--- config.mk ---
export PLATFORM = sky130hd
export DESIGN_NAME = nxr_cmp_pipe
export DESIGN_NICKNAME = d
export VERILOG_FILES = /design/src/rtl/nxr_cmp_pipe.sv
export SDC_FILE = /design/constraint.sdc
export NUM_CORES = 1
export LEC_CHECK = 0
export CAP_MARGIN = 20
export CORE_ASPECT_RATIO = 1.5
export CORE_UTILIZATION = 30
export DETAILED_ROUTE_END_ITERATION = 8
export GPL_TIMING_DRIVEN = 1
export PLACE_DENSITY = 0.61
export SLEW_MARGIN = 5
export SYNTH_ARGS = -nofsm -noshare
export SYNTH_HDL_FRONTEND = slang
export SYNTH_SLANG_ARGS = --single-unit
--- constraint.sdc ---
create_clock -name ck -period 1.6 [get_ports ck]
set_clock_uncertainty 0.05 [all_clocks]
set_input_delay 0.32 -clock ck [delete_from_list [all_inputs] [get_ports ck]]
set_output_delay 0.32 -clock ck [all_outputs]
set_load 0.02 [all_outputs]
--- src/rtl/nxr_cmp_pipe.sv ---
// Registered masked XNOR comparator with a run-length lock detector (IDLE/RUN/LOCK).
// Optional parity output enabled by defining NXR_CMP_PARITY_EN.
module nxr_cmp_pipe #(
  parameter int unsigned WIDTH  = 8,
  parameter int unsigned CNT_W  = 4,
  parameter int unsigned THRESH = 3
) (
  input  logic             ck,
  input  logic             nrst,
  input  logic             i_vld,
  input  logic [WIDTH-1:0] i0,
  input  logic [WIDTH-1:0] i1,
  input  logic [WIDTH-1:0] mask,
  input  logic             i_clr,
  output logic [WIDTH-1:0] nq,
  output logic             eq,
  output logic             o_vld,
  output logic [CNT_W-1:0] run_cnt,
  output logic             hit,
  output logic             par
);

  typedef enum logic [1:0] {StIdle, StRun, StLock} state_e;

  localparam logic [CNT_W-1:0] CntMax    = '1;
  localparam logic [CNT_W-1:0] ThreshCnt = CNT_W'(THRESH);

  logic [WIDTH-1:0] nq_d, nq_q;
  logic             eq_d, eq_q;
  logic             vld_q;

  assign nq_d = ~(i0 ^ i1);
  assign eq_d = &(nq_d | ~mask);

  // Datapath: captures every valid sample, including one that arrives alongside i_clr.
  always_ff @(posedge ck or negedge nrst) begin
    if (!nrst) begin
      nq_q  <= '0;
      eq_q  <= 1'b0;
      vld_q <= 1'b0;
    end else begin
      vld_q <= i_vld;
      if (i_vld) begin
        nq_q <= nq_d;
        eq_q <= eq_d;
      end
    end
  end

`ifdef NXR_CMP_PARITY_EN
  logic par_q;

  always_ff @(posedge ck or negedge nrst) begin
    if (!nrst) begin
      par_q <= 1'b0;
    end else if (i_vld) begin
      par_q <= ^nq_d;
    end
  end

  assign par = par_q;
`else
  assign par = 1'b0;
`endif

  assign nq    = nq_q;
  assign eq    = eq_q;
  assign o_vld = vld_q;

  state_e           state_q, state_d;
  logic [CNT_W-1:0] cnt_q, cnt_d, cnt_inc;
  logic             hit_q, hit_d;

  always_ff @(posedge ck or negedge nrst) begin
    if (!nrst) begin
      state_q <= StIdle;
      cnt_q   <= '0;
      hit_q   <= 1'b0;
    end else begin
      state_q <= state_d;
      cnt_q   <= cnt_d;
      hit_q   <= hit_d;
    end
  end

  assign cnt_inc = (cnt_q == CntMax) ? cnt_q : cnt_q + CNT_W'(1);

  // FSM acts on the registered result, one cycle behind the sample; i_clr overrides it.
  always_comb begin
    state_d = state_q;
    cnt_d   = cnt_q;
    hit_d   = hit_q;
    if (i_clr) begin
      state_d = StIdle;
      cnt_d   = '0;
      hit_d   = 1'b0;
    end else if (vld_q) begin
      unique case (state_q)
        StIdle: begin
          if (eq_q) begin
            cnt_d = CNT_W'(1);
            if (THRESH == 1) begin
              hit_d   = 1'b1;
              state_d = StLock;
            end else begin
              state_d = StRun;
            end
          end
        end
        StRun: begin
          if (eq_q) begin
            cnt_d = cnt_inc;
            if (cnt_inc == ThreshCnt) begin
              hit_d   = 1'b1;
              state_d = StLock;
            end
          end else begin
            cnt_d   = '0;
            state_d = StIdle;
          end
        end
        StLock: begin
          cnt_d = eq_q ? cnt_inc : '0;
        end
        default: begin
          state_d = StIdle;
          cnt_d   = '0;
          hit_d   = 1'b0;
        end
      endcase
    end
  end

  always_comb begin
    run_cnt = cnt_q;
    hit     = hit_q;
  end

endmodule

==> reports/metrics.csv <==
stage;metric;value;unit
worst_setup_path;Reg2Reg Setup Slack;-0.02;ns
layout;Area Growth Syn to Fin;63.8;%
synth;synthesized area per cell;10.1;um^2
cts;Skew-Pair Late Insertion Delay;0.25;ns
global_route;first-pass GRT wire length;4210;um
global_route;initial antenna violation count;0;
placement;Port Buffer Count;42;
cts;CTS buffer count;3;
placement;GP Congestion;0.858;
placement;DP HPWL;2020;um
layout;Final nets;188;
synth;prevailing post-synth register cell;dfrtp_1;
worst_setup_path;Crit Path Category;reg -> reg;
timing;crit share post-route;101;%
timing;maximum clock frequency;617;MHz
detailed_routing;Met3 Wirelength;157;um
worst_setup_path;crit path launch type;flop;
worst_setup_path;crit end category;flop;
detailed_routing;wl on met1;983;um
layout;fill count;296;
worst_setup_path;r2r endpoint;state_q[1]$_DFFE_PN0P_;
worst_setup_path;Worst Path Max Fanout;2;
detailed_routing;via count;913;
floorplan;# rows;25;
placement;pre-CTS setup slack;-0.117;ns
worst_setup_path;Critical Path Slowest Stage Cell;dfrtp_2;
synth;FFs w/ async S/R, synth;100;%
floorplan;initial core utilization;31.7;%
timing;Final Worst Setup Slack;-0.0205;ns
detailed_routing;post-route ant nets;0;
layout;layout cells sized above 1;21.6;%
detailed_routing;DR pass1 iterations;4;
synth;Unique masters post-synth;32;
worst_setup_path;FF-to-FF Start;run_cnt[0]$_DFFE_PN0P_;
synth;post-synthesis sequential area ratio;42.4;%
cts;CTS Hold Bufs;0;
detailed_routing;starting DRC count in detailed routing;12;
synth;Synth Cell Area;0.00100;mm^2
global_route;GRT Total Usage;15.2;%
synth;Post-Syn Instances;99;
floorplan;num ports;44;
power_and_ir_drop;Power per Cell Area;727;mW/mm^2
synth;yosys warns;0;
detailed_routing;DR top layer;met4;
timing;final setup fails;1;
detailed_routing;routed wire length;2490;um
cts;Root Driver;clkbuf_8;
timing;RSZ-0062 raised after global routing;yes;
detailed_routing;vias per cell;4.73;
synth;EDFF count, synth;0;
worst_setup_path;slowest stage delay, CP;0.40;ns
detailed_routing;met2 wire length;1320;um
floorplan;Die Height;72.8;um
timing;Slew Viols, Final;0;
power_and_ir_drop;VDD IR max;0.401;mV
synth;Mapped Nets;133;
worst_setup_path;Required @ worst endpoint;1.71;ns
cts;CTS H-Tree Depth;1;
worst_setup_path;R2R cell count;5;
timing;Hold Vio Cnt, Final;0;
floorplan;Die W;49.2;um
run_status;violated checks;negative setup slack;
hold_path;worst hold path class;in -> async;
worst_setup_path;crit-path cells;ha_1 -> xor2_1 -> nor3_1 -> a21oi_1 -> a211oi_1;
worst_setup_path;Worst Path Buf+Inv;0;
global_route;GRT overflow;0;
job;max-cap violation count;0;
layout;Ant. Diodes;0;
detailed_routing;Remaining DRCs;0;
cts;CTS sink cnt;17;
power_and_ir_drop;Design Power;1.19;mW
power_and_ir_drop;leakage;0.786;nW
cts;TritonCTS clock tree;yes;
cts;clk slew on worst S/H paths;0.07;ns
worst_setup_path;CP delay by family, top;flip-flops;
floorplan;core area;0.00316;mm^2
worst_setup_path;CP Data Arrival Time;1.73;ns
cts;Max Buffers Root-to-Sink;2;
global_route;largest net degree at the start of global routing;18;
timing;Final min period;1.62;ns
synth;Synth Register Bits;17;
floorplan;die area;0.00358;mm^2
detailed_routing;routed len/inst;12.9;um
global_route;number of global-route vias before repair;1020;
run_status;outcome;complete, but fails checks;
==> synthesized netlist by cell type (2+ instances only) <==
cell	n	area, um^2
a21o_1	2	15.0
a21oi_1	6	30.0
dfrtp_1	17	425
ha_1	6	75.1
inv_1	10	37.5
mux2_2	7	78.8
nand2_1	4	15.0
nand2b_1	3	18.8
nand3_1	3	15.0
nor2_1	5	18.8
nor3_1	3	15.0
o22ai_1	5	31.3
xnor2_1	8	70.1
xor2_1	2	17.5
==> flip-flops by register name, summed over array words and instances (netlist names) <==
| name | cells |
|---|---|
| o_vld | 1 |
| run_cnt | 4 |
| state_q | 2 |
| hit | 1 |
| nq | 8 |
| eq | 1 |
==> what timing repair did <==
action,4_1_cts,5_1_grt
buffers inserted,0,0
pin swaps,0,6
gates resized for setup,11,13
endpoints found under the setup margin,11,9
==> where the power goes <==
group          switching [mW]  internal, mW
combinational           0.176         0.201
sequential             0.0212         0.469
clock                   0.154         0.173
==> layer usage <==
metal  GRT usage, %  up-vias
met5              0        -
met4           7.19        0
met3           3.33        4
met2           28.3       37
met1           15.9      421
li1               -      451
==> metrics by stage <==
stage / cells / TNS [ns] / utilization (%) / instance area, um^2 / hold WS, ns
2_1_floorplan: 99 / 0 / - / 1000 / -0.0256
3_3_place_gp: 189 / -0.125 / 48.7 / 1540 / 0.440
3_5_place_dp: 189 / -0.231 / 48.7 / 1540 / 0.449
4_1_cts: 193 / 0 / 50.2 / 1590 / 0.351
5_1_grt: 193 / -0.0421 / 52.0 / 1640 / 0.375
6_report: 193 / -0.0205 / 52.0 / 1640 / 0.339
==> worst register-to-register path: cells and delay by family, from the launching register on <==
family / cells / cell delay [ns]
compound gates: 2 / 0.36
xor+xnor: 1 / 0.18
fa+ha+maj: 1 / 0.23
flops: 1 / 0.40
simple gates: 1 / 0.30
==> how the worst max path moves through the flow <==
| stage | from | end | slack, ns | cells after the start |
|---|---|---|---|---|
| floorplan | run_cnt[0]$_DFFE_PN0P_ | state_q[0]$_DFFE_PN0P_ | 0.01 | 5 |
| global placement | i_clr | run_cnt[3]$_DFFE_PN0P_ | -0.06 | 5 |
| detailed placement | i_clr | run_cnt[3]$_DFFE_PN0P_ | -0.12 | 5 |
| CTS | nq[0]$_DFFE_PN0P_ | nq[0] | 0.002 | 1 |
| global route | run_cnt[0]$_DFFE_PN0P_ | state_q[1]$_DFFE_PN0P_ | -0.03 | 5 |
| finish | run_cnt[0]$_DFFE_PN0P_ | state_q[1]$_DFFE_PN0P_ | -0.02 | 5 |
==> area by class of cell <==
type                       count  area [um^2]  share of cell area [%]
sequential                    17          427                    26.0
tap                           40         50.0                    3.05
timing repair buffer          52          499                    30.4
clock inverter                 1         5.00                   0.305
inverter                      11         41.3                    2.52
multi-input combinational     69          578                    35.2
clock buffer                   3         41.3                    2.52
==> placed cells by master (no fill, tap or decap), types with 3 or more instances in the layout <==
cell type,count
clkdlybuf4s50_1,27
buf_4,10
a21oi_1,5
dfrtp_1,16
dlygate4sd2_1,9
nor3_1,3
nand3_1,3
mux2_2,7
nand2_1,4
xnor2_1,8
nor2_1,5
ha_1,5
dlymetal6s2s_1,6
inv_1,8
inv_2,3
o22ai_1,3
clkbuf_8,3
==> cells by family after synthesis <==
group | Yosys count | synth area share, %
adder cells (fa/ha/maj) | 6 | 7.49
XOR/XNOR | 10 | 8.74
AND/OR/NAND/NOR | 21 | 10.7
flip-flops | 17 | 42.4
buffers and inverters | 13 | 5.24
AO/OA/AOI/OAI | 23 | 16.1
multiplexers | 8 | 8.86
other | 1 | 0.374
Note: power is estimated with default switching activity, not from simulation.
